### src/rtl/mem_arb_pkg.sv
`default_nettype none
// ============================================================================
// Module   : mem_arb_pkg
// Purpose  : Shared encodings for the two-port memory arbiter.
// Revision : 1.0 - initial release
// ============================================================================
package mem_arb_pkg;

    typedef enum logic [1:0] {
        IDLE = 2'd0,
        ACC  = 2'd1,
        RESP = 2'd2
    } state_t;

    localparam logic       OWN_I   = 1'b0;
    localparam logic       OWN_D   = 1'b1;
    localparam logic [3:0] WE_NONE = 4'h0;
    localparam logic [3:0] WE_WORD = 4'hf;

endpackage
`default_nettype wire

### src/rtl/mem_arb_rr.sv
`default_nettype none
// ============================================================================
// Module   : mem_arb_rr
// Purpose  : Two-way round-robin tie-break; grants are one-hot or zero.
// Revision : 1.0 - initial release
// ============================================================================
module mem_arb_rr (
    input  logic req_i,
    input  logic req_d,
    input  logic last_d,
    output logic gnt_i,
    output logic gnt_d
);

    // On a tie the side that was not served last wins.
    assign gnt_i = req_i & (~req_d | last_d);
    assign gnt_d = req_d & (~req_i | ~last_d);

endmodule
`default_nettype wire

### src/rtl/mem_arbiter.sv
`default_nettype none
// ============================================================================
// Module   : mem_arbiter
// Purpose  : Fixed-latency arbiter sharing one memory port between fetch and data.
// Revision : 1.0 - initial release
// ============================================================================
module mem_arbiter
    import mem_arb_pkg::*;
#(
    parameter int ADDR_W = 32,
    parameter int DATA_W = 32
) (
    input  logic              clk,
    input  logic              rst,
    input  logic              i_req,
    input  logic [ADDR_W-1:0] i_addr,
    output logic              i_gnt,
    output logic              i_rvalid,
    output logic [DATA_W-1:0] i_rdata,
    input  logic              d_req,
    input  logic [ADDR_W-1:0] d_addr,
    input  logic [3:0]        d_we,
    input  logic [DATA_W-1:0] d_wdata,
    output logic              d_gnt,
    output logic              d_rvalid,
    output logic [DATA_W-1:0] d_rdata,
    output logic [ADDR_W-1:0] mem_addr,
    output logic              mem_re,
    output logic [3:0]        mem_we,
    output logic [DATA_W-1:0] mem_wdata,
    input  logic [DATA_W-1:0] mem_rdata
);

    state_t r_state;
    logic   r_last_d;
    logic   r_owner;
    logic   r_rd;
    logic   w_gnt_i;
    logic   w_gnt_d;
    logic   w_req_i;
    logic   w_req_d;
    logic [3:0] w_we;

    // Requests only count while idle; the tie-break sees nothing otherwise.
    assign w_req_i = i_req & (r_state == IDLE);
    assign w_req_d = d_req & (r_state == IDLE);
    assign w_we    = w_gnt_d ? d_we : WE_NONE;

    mem_arb_rr u_rr (
        .req_i  (w_req_i),
        .req_d  (w_req_d),
        .last_d (r_last_d),
        .gnt_i  (w_gnt_i),
        .gnt_d  (w_gnt_d)
    );

    always_ff @(posedge clk or posedge rst) begin
        if (rst) begin
            r_state   <= IDLE;
            r_last_d  <= 1'b1;
            r_owner   <= OWN_I;
            r_rd      <= 1'b0;
            i_gnt     <= 1'b0;
            d_gnt     <= 1'b0;
            i_rvalid  <= 1'b0;
            d_rvalid  <= 1'b0;
            i_rdata   <= '0;
            d_rdata   <= '0;
            mem_addr  <= '0;
            mem_re    <= 1'b0;
            mem_we    <= WE_NONE;
            mem_wdata <= '0;
        end else begin
            i_rvalid <= 1'b0;
            d_rvalid <= 1'b0;
            case (r_state)
                IDLE: begin
                    if (w_gnt_i || w_gnt_d) begin
                        r_state   <= ACC;
                        r_owner   <= w_gnt_d ? OWN_D : OWN_I;
                        r_last_d  <= w_gnt_d;
                        r_rd      <= (w_we == WE_NONE);
                        mem_addr  <= w_gnt_d ? d_addr : i_addr;
                        mem_we    <= w_we;
                        mem_wdata <= d_wdata;
                        mem_re    <= (w_we == WE_NONE);
                        i_gnt     <= w_gnt_i;
                        d_gnt     <= w_gnt_d;
                    end
                end
                ACC: begin
                    r_state <= RESP;
                    mem_re  <= 1'b0;
                    mem_we  <= WE_NONE;
                    i_gnt   <= 1'b0;
                    d_gnt   <= 1'b0;
                end
                RESP: begin
                    r_state <= IDLE;
                    if (r_owner == OWN_D) begin
                        d_rvalid <= 1'b1;
                        if (r_rd) begin
                            d_rdata <= mem_rdata;
                        end
                    end else begin
                        i_rvalid <= 1'b1;
                        i_rdata  <= mem_rdata;
                    end
                end
                default: begin
                    r_state <= IDLE;
                end
            endcase
        end
    end

endmodule
`default_nettype wire
### config.mk
export PLATFORM = sky130hd
export DESIGN_NAME = mem_arbiter
export DESIGN_NICKNAME = d
export VERILOG_FILES = /design/src/rtl/mem_arb_pkg.sv /design/src/rtl/mem_arb_rr.sv /design/src/rtl/mem_arbiter.sv
export SDC_FILE = /design/constraint.sdc
export NUM_CORES = 1
export LEC_CHECK = 0
export ABC_AREA = 1
export CAP_MARGIN = 10
export CORE_AREA = 2 2 118 120
export CTS_BUF_LIST = sky130_fd_sc_hd__clkbuf_8 sky130_fd_sc_hd__clkbuf_16
export CTS_CLUSTER_DIAMETER = 30
export DETAILED_ROUTE_END_ITERATION = 8
export DIE_AREA = 0 0 120 122
export PLACE_DENSITY = 0.85
export RECOVER_POWER = 50
export REMOVE_ABC_BUFFERS = 1
export SETUP_SLACK_MARGIN = 0.3
export SYNTH_ARGS = -nofsm -noshare
export SYNTH_HDL_FRONTEND = slang
export SYNTH_HIERARCHICAL = 1
export SYNTH_SLANG_ARGS = --single-unit
### constraint.sdc
create_clock -name clk -period 14 [get_ports clk]
set_input_delay 2.1 -clock clk [delete_from_list [all_inputs] [get_ports clk]]
set_output_delay 2.1 -clock clk [all_outputs]
set_load 0.02 [all_outputs]
# [Yosys cells after proc, flatten, opt, wreduce, memory -nomap -nowiden]
# Index checks and enable logic that the tools add are counted.
[totals] elab_cells=52 ff_bits=142
[op_classes] n_reduce_logical=8 n_bitwise=10 muxes=17 n_eq_ne=3
[op_table] cell="32-bit 2-to-1 mux" n=1
[op_table] cell="1-bit 2-to-1 mux" n=8
[op_table] cell="4-bit 2-to-1 mux" n=2
[op_table] cell="4-bit one-hot mux with 2 select lines" n=1
[op_table] cell="1-bit one-hot mux with 2 select lines" n=3
[op_table] cell="2-bit AND reduction" n=3
[op_table] cell="1-bit bitwise AND" n=4
[op_table] cell="4-bit zero test" n=1
[op_table] cell="1-bit NOT" n=4
[op_table] cell="2-bit one-hot mux with 2 select lines" n=1
[op_table] cell="3-bit AND reduction" n=1
[op_table] cell="2-bit by 1-bit == test with 1-bit output, second input constant" n=1
[op_table] cell="2-bit == test, second input constant" n=1
[op_table] cell="2-bit zero test" n=1
[op_table] cell="2-bit 2-to-1 mux" n=1
[op_table] cell="2-bit by 1-bit != test with 1-bit output, second input constant" n=1
[op_table] cell="1-bit OR" n=2
[op_table] cell="2-bit nonzero test" n=1
[op_table] cell="1-bit logical OR" n=1

# [Depth between registers and ports, before layout]
# Gate-level depths: netlist of the first run.
[depth] word_depth=9 mapped_depth=11 depth_no_buf=10

# [Modules after synthesis]
# The synthesis of the first run kept the hierarchy.
[by_module_without_submodules] mod="mem_arbiter" seq_area_each_um2=3554.7 area_each_um2=5870.6 instances=1 cells_per_inst=679
[by_module_without_submodules] mod="mem_arb_rr" seq_area_each_um2=0.0 area_each_um2=27.5 instances=1 cells_per_inst=4

# [Worst setup path before layout of the first run]
# Ideal clock, no wire load.
[synth_path] path_kind="input port to flip-flop" start="in d_req" end="reg d_gnt" setup_slack_ps=10869 t_required_ps=13882 path_stages=9 arrival_time_ps=3013 setup_time_ps=118 path_buffers=1 path_cell_list="inv_1 nor2_1 a21boi_2 inv_1 nand2_1 nand2_2 buf_2 nand3_1 nand2_1"
[synth_between] word_cells_on_any_way=10 classes_between="eq/ne: 1; mux: 2; bitwise: 5; reduce/logical: 2"
[synth_lines] item="start: declaration" line="mem_arbiter.sv:20" rtl="input logic d_req,"
[synth_lines] item="1-bit bitwise AND (*)" line="mem_arbiter.sv:46" rtl="assign w_req_d = d_req & (r_state == IDLE);"
[synth_lines] item="net w_req_d" line="mem_arbiter.sv:41" rtl="logic w_req_d;"
[synth_lines] item="1-bit bitwise AND (*)" line="mem_arb_rr.sv:17" rtl="assign gnt_d = req_d & (~req_i | ~last_d);"
[synth_lines] item="net w_gnt_d" line="mem_arbiter.sv:39" rtl="logic w_gnt_d;"
[synth_lines] item="1-bit logical OR" line="mem_arbiter.sv:78" rtl="if (w_gnt_i || w_gnt_d) begin"
[synth_lines] item="2-bit by 1-bit != test with 1-bit output (no line)"
[synth_lines] item="2-bit AND reduction (no line)"
[synth_lines] item="end signal: assignment" line="mem_arbiter.sv:88" rtl="d_gnt <= w_gnt_d;"
[synth_lines] item="end: declaration" line="mem_arbiter.sv:24" rtl="output logic d_gnt,"
# Mark *: on every way through the listed nets, which the timed path passes. The rest lies on a longest branch. The select of a mux whose other input is x is not followed.
# A chain may end at the register's enable or synchronous reset.

# [Worst setup path after layout of the first run]
[layout_path] start="in d_req" end="reg mem_wdata[18]"
[layout_between] word_cells_on_any_way=7 classes_between="bitwise: 5; reduce/logical: 2"
[layout_lines] item="1-bit bitwise AND" line="mem_arbiter.sv:46"
[layout_lines] item="net w_req_d" line="mem_arbiter.sv:41"
[layout_lines] item="1-bit bitwise AND" line="mem_arb_rr.sv:17"
[layout_lines] item="net w_gnt_d" line="mem_arbiter.sv:39"
[layout_lines] item="1-bit logical OR" line="mem_arbiter.sv:78"
[layout_lines] item="2-bit AND reduction (no line)"
[layout_lines] item="end signal: assignment" line="mem_arbiter.sv:85" rtl="mem_wdata <= d_wdata;"
[layout_lines] item="end: declaration" line="mem_arbiter.sv:30" rtl="output logic [DATA_W-1:0] mem_wdata,"
# The timed path passes the listed nets, and every way through them passes these cells.

==> metrics, run 1 <==
hold depth 2; Sequential Area 0.003555 sq mm; FMAX 184.8 MHz; CP required 14.29 ns; core area 0.01350 sq mm; Worst Max-Slew Pin Slew 3.332 ns; vias per cell 4.692; Total GRT Usage 0.2244; DRT antenna net count 0; total grt overflow 0; Synth Instances 683; site row count 43; Synth area leader dfrtp_1; Arrival @ worst endpoint 5.71 ns; r2r setup slk 10.11 ns; TritonRoute pass-1 iters 4; antenna cells 0; clk root buf clkbuf_16; Worst setup EP type flip-flop; peak supply drop 0.1054 mV; drt drc 0; Static Leak 4.628 nW; Placed Instance Area 0.008668 sq mm; Min-Delay Startpoint mem_wdata[7]$_DFFE_PP0P_; Rel. slew slack -1.234; period utilisation layout 0.3866; WS Path Type in2reg; fin. max-slew vios 146; Distinct cells, synth 20; area delta synth->final 55.05%; Initial Util 0.4368; CP max FO 40; CTS H-tree depth 4; fin nets 1080; #FFs+latches synth 142; final instance area 0.009145 sq mm; CP bufs+invs 4; die outline area 0.01464 sq mm; endpoints failing setup 0; share of layout cells above drive strength 1 0.04389; initial antenna violation count 0; CTS buffer count 17; reg2reg start r_state[0]$_DFFE_PP0P_; post-layout util 0.6772; YS warnings 6; post-synthesis cell area 0.005898 sq mm; Avg Inst Size Synth 8.636 sq um; max_cap viols 2; WL final 16.16 mm; via count 5335; port bufs 272; RePlAce Congestion 0.8004; Hold Crit Endpoint mem_wdata[7]$_DFFE_PP0P_; clk buf depth 2; unrepaired setup endpoints after global routing no; most frequent cells in the layout nand2_1, clkdlybuf4s50_1, dfrtp_1; cell mode on critical path nand2_1; crit start category input pin; reg2reg end mem_wdata[18]$_DFFE_PP0P_; Final HPWL DP 11.62 mm; initial drt markers 319; CTS Sinks 142; top-area cell type share of the netlist area 0.5982; largest net degree at the start of global routing 80; Clock Skews 0.01053 ns; most common cell after layout, fill and taps aside nand2_1; Die Y-Extent 122 um; Clk pin slew, worst setup/hold paths 0.06 ns; Hold Buf Count CTS 0; largest cells by area after synthesis dfrtp_1, nand2_1, o21ai_2, o21ai_1, inv_1; post-CTS sizing 0; biggest cell delay along the critical path 0.84 ns; Min Clock Period, post-route 5.412 ns; # fillers 1072; critical path cell sequence clkdlybuf4s50_1 > inv_1 > nor2_1 > a21boi_4 > inv_1 > nand2_1 > nand2_2 > buf_4 > nand2_1 > nand2_1; first-pass GRT wire length 25.89 mm; CP max-delay cell a21boi_4; CTS tree done; critical path's top delay family buffers and inverters; Total Neg Setup Slack 0 ns; r2r worst-path depth 10; vias in the first global route 5221; die width 120 um; Hold Vio Cnt, Final 0; area of the multi-input gates 0.001873 sq mm; WL per Instance 14.21 um; Hold Slack 0.4728 ns; worst skew pair latency 0.41 ns; status finished with violations; sequential area share after synthesis 0.6027; failing checks capacitance limit, slew limit; Hold Path Class reg2reg; Post-CTS Setup Bufs 0; num ports 273; Pwr per Cell Area 246.6 mW/mm^2
stage by stage:
stage | worst slack (ns) | instances | total power [mW]
CTS | 8.521 | 1137 | 2.342
global placement | 8.230 | 1105 | 1.866
floorplan | 8.092 | 649 | 1.333
finish | 8.588 | 1137 | 2.255
global route | 8.210 | 1137 | 2.410
detailed placement | 8.099 | 1105 | 1.900
cell usage after synthesis (all sizes together):
cell type / number
a21boi: 1
buf: 31
dfrtp: 141
inv: 45
clkbuf: 3
nand2: 375
a21oi: 1
o21ai: 65
nor2: 8
nand3: 11
nor3: 1
dfstp: 1
how the worst max path moves through the flow:
stage,startpoint,endpoint,slack (ns),depth (start not counted)
2_1_floorplan,rst,d_gnt$_DFFE_PP0P_,8.09,1
3_3_place_gp,d_req,d_gnt$_DFFE_PP0P_,8.23,10
3_5_place_dp,d_req,mem_wdata[18]$_DFFE_PP0P_,8.10,10
4_1_cts,d_req,mem_wdata[18]$_DFFE_PP0P_,8.52,10
5_1_grt,d_req,mem_addr[10]$_DFFE_PP0P_,8.21,10
6_report,d_req,mem_wdata[18]$_DFFE_PP0P_,8.59,10
layout make-up:
class	instances	area share
multi-input combinational	462	0.2048
clock inverter	15	0.01614
tap	180	0.02463
clock buffer	17	0.04652
inverter	45	0.01861
sequential	142	0.3887
timing repair buffer	276	0.3006
metal layers:
metal / share of wire / wire (um) / track usage / vias to the layer above
met1: 0.42 / 6746 / 0.2787 / 2476
met5: 0 / 0 / 0 / -
met2: 0.49 / 7942 / 0.3793 / 237
li1: - / - / - / 2608
met4: 0.0098 / 159 / 0.05515 / 0
met3: 0.081 / 1306 / 0.07537 / 14
power breakdown:
group	total [mW]	switching, mW	internal (mW)
Combinational	1.10	0.644	0.453
Clock	0.433	0.172	0.262
Sequential	0.725	0.108	0.617
state kept, by name (all words and copies together), names as in the netlist, 2 cells and up:
| signal | cells |
|---|---|
| mem_we | 4 |
| r_state | 2 |
| mem_addr | 32 |
| i_rdata | 32 |
| d_rdata | 32 |
| mem_wdata | 32 |
tightest hold or removal path, stage by stage, from the launching register on:
cell     delay [ns]
dfrtp_1        0.33
nand2_1        0.05
nand2_1        0.06
cell families (layout without fill, tap and decap cells):
logic type      after synthesis  in the layout  share of synthesized area
simple gates                395            395                     0.2569
flops                       142            142                     0.6027
buf+inv                      79            353                    0.06725
compound gates               67             67                    0.07319
No activity file was read; power rests on OpenSTA's default activity.
==> run 2: changes to the inputs <==
--- a/config.mk
+++ b/config.mk
@@ -7,12 +7,12 @@
 export LEC_CHECK = 0
 export ABC_AREA = 1
 export CAP_MARGIN = 10
-export CORE_AREA = 2 2 118 120
+export CORE_AREA = 2 2 130 132
 export CTS_BUF_LIST = sky130_fd_sc_hd__clkbuf_8 sky130_fd_sc_hd__clkbuf_16
 export CTS_CLUSTER_DIAMETER = 30
 export DETAILED_ROUTE_END_ITERATION = 8
-export DIE_AREA = 0 0 120 122
-export PLACE_DENSITY = 0.85
+export DIE_AREA = 0 0 132 134
+export PLACE_DENSITY = 0.75
 export RECOVER_POWER = 50
 export REMOVE_ABC_BUFFERS = 1
 export SETUP_SLACK_MARGIN = 0.3
==> constraint.sdc (replaced) <==
create_clock -name clk -period 4.8 [get_ports clk]
set_input_delay 0.72 -clock clk [delete_from_list [all_inputs] [get_ports clk]]
set_output_delay 0.72 -clock clk [all_outputs]
set_load 0.02 [all_outputs]
==> metrics, run 2 (synthesized netlist as in run 1, its figures left out) <==
RePlAce Congestion 0.7934 (-0.87%); Min Clock Period, post-route 3.310 ns; GR Util met3 0.08125 (+0.005880); setup ws final 1.490 ns (-7.098 ns); fin nets 1082 (+0.19%); die outline area 0.01769 sq mm (+21%); port bufs 272 (unchanged); Hold Path Class reg2reg; WS Path Type in2reg; Die Y-Extent 134 um (+9.8%); failing checks capacitance limit, slew limit; status finished with violations; Sequential Power Share 0.315 (-0.006); combinational share of power 0.486 (about the same); Clk pin slew, worst setup/hold paths 0.06 ns (about the same); Clock Skews 0.007198 ns (-0.003333 ns); NetSw 2.704 mW (+190%); vias in the first global route 5190 (-0.59%); area delta synth->final 56.58%; hold depth 2 (unchanged); WL per Instance 14.29 um (+0.60%); reg2reg start r_state[1]$_DFFE_PP0P_; worst skew pair latency 0.41 ns (about the same); CP max FO 41 (+2.5%); Hold Buf Count CTS 0 (unchanged); Critical Path Source i_req; r2r setup slk 1.60 ns (-8.51 ns); core area 0.01629 sq mm (+21%); unrepaired setup endpoints after global routing no; met2 Usage GRT 0.3209 (-0.05837); peak supply drop 0.3123 mV (+200%); Min-Delay Startpoint mem_wdata[12]$_DFFE_PP0P_; largest net degree at the start of global routing 88 (+10%); Sequential Area 0.003555 sq mm (unchanged); r2r worst-path depth 10 (unchanged); gr busiest metal met2; Static Leak 4.574 nW (-1.2%); vias per cell 4.475 (-4.6%); Placed Instance Area 0.008733 sq mm (+0.75%); # fillers 1483 (+38%); pre-CTS WS 1.024 ns (-7.075 ns); initial drt markers 221 (-31%); antenna cells 0 (unchanged); Hold Crit Endpoint mem_wdata[12]$_DFFE_PP0P_; Hold Vio Cnt, Final 0 (unchanged); final instance area 0.009235 sq mm (+0.99%); post-CTS sizing 0 (unchanged); Worst setup EP type flip-flop; Rel. slew slack -0.6142 (+0.6194); Pwr per Cell Area 733.7 mW/mm^2 (+200%); reg2reg end mem_addr[29]$_DFFE_PP0P_; CTS Sinks 142 (unchanged); die width 132 um (+10%); max_cap viols 4 (+2); crit start category input pin; TritonRoute pass-1 iters 4 (unchanged); Post-CTS Setup Bufs 0 (unchanged); FMAX 302.1 MHz; fin. max-slew vios 190 (+30%); WL final 16.82 mm (+4.1%); Pint 4.072 mW (+210%); CTS H-tree depth 4 (unchanged); met1 usage 0.2367 (-0.04197); clk buf depth 2 (unchanged); clk root buf clkbuf_16; Initial Util 0.3621 (-0.07468); Total GRT Usage 0.1947 (-0.02968); total grt overflow 0 (unchanged); num ports 273 (unchanged); first-pass GRT wire length 27.05 mm (+4.5%); CP required 5.15 ns (-9.14 ns); clock share of power 0.199 (+0.007); site row count 47 (+9.3%); initial antenna violation count 0 (unchanged); Total Neg Setup Slack 0 ns (unchanged); most common cell after layout, fill and taps aside nand2_1; CTS buffer count 17 (unchanged); sw frac 0.3990 (-0.01057); drt drc 0 (unchanged); area of the multi-input gates 0.001871 sq mm (-0.13%); Arrival @ worst endpoint 3.66 ns (-2.05 ns); DRT antenna net count 0 (unchanged); period utilisation layout 0.6895; Worst Max-Slew Pin Slew 2.421 ns (-0.9107 ns); Final HPWL DP 12.09 mm (+4.0%); most frequent cells in the layout nand2_1, clkdlybuf4s50_1, dfrtp_1; via count 5267 (-1.3%); endpoints failing setup 0 (unchanged); share of layout cells above drive strength 1 0.04284 (-0.001045); CTS tree done
## run 2: cell count changes in the layout (fill, tap and decap cells not counted), sizes merged
cell	delta
dlygate4sd3	-66
clkbuf	+5
inv	-4
clkdlybuf4s50	+66
bufinv	+1
clkinvlp	-2
## run 2: per-stage QoR
step | utilization | power, mW | std cells | hold slack (ns)
after floorplan | - | 3.887 | 649 | 0.4494
after global placement | 0.5361 | 5.479 | 1147 | 0.4617
after detailed placement | 0.5361 | 5.558 | 1147 | 0.4647
after CTS | 0.5732 | 6.937 | 1177 | 0.4807
after global routing | 0.5669 | 7.228 | 1177 | 0.4945
final | 0.5669 | 6.776 | 1177 | 0.4772
## run 2: final cells by class
type	instances	share of cell area
Clock inverter	10	0.01490
Sequential cell	142	0.3849
Timing Repair Buffer	278	0.2985
Multi-Input combinational cell	462	0.2025
Inverter	45	0.01883
Clock buffer	20	0.05054
Tap cell	220	0.02981
## run 2: power groups by stage
stage	sequential, mW	combinational, mW	clock, mW
global placement	2.12	3.36	0
global route	2.20	3.60	1.43
finish	2.13	3.30	1.35
detailed placement	2.13	3.42	0
floorplan	2.79	1.09	0
CTS	2.13	3.43	1.37
## run 2: metal layers
metal / wire length (um) / share of wire
met1: 7000 / 0.42
met2: 8047 / 0.48
met3: 1559 / 0.093
met4: 215 / 0.013
met5: 0 / 0
## run 2: how the worst max path moves through the flow
stage,endpoint,slack (ns),cells past startpoint
floorplan,d_gnt$_DFFE_PP0P_,0.27,1
global placement,mem_addr[13]$_DFFE_PP0P_,1.13,10
detailed placement,mem_addr[29]$_DFFE_PP0P_,1.02,10
CTS,mem_wdata[28]$_DFFE_PP0P_,1.47,10
global route,mem_addr[27]$_DFFE_PP0P_,1.26,10
finish,mem_addr[29]$_DFFE_PP0P_,1.49,10
## run 2: worst max-delay path, cell delays in order
cell	delay, ns
clkdlybuf4s50_1	0.45
inv_1	0.04
nor2_1	0.22
a21boi_4	0.09
inv_1	0.70
nand2_1	0.14
nand2_2	0.65
buf_4	0.44
nand2_1	0.09
nand2_1	0.09
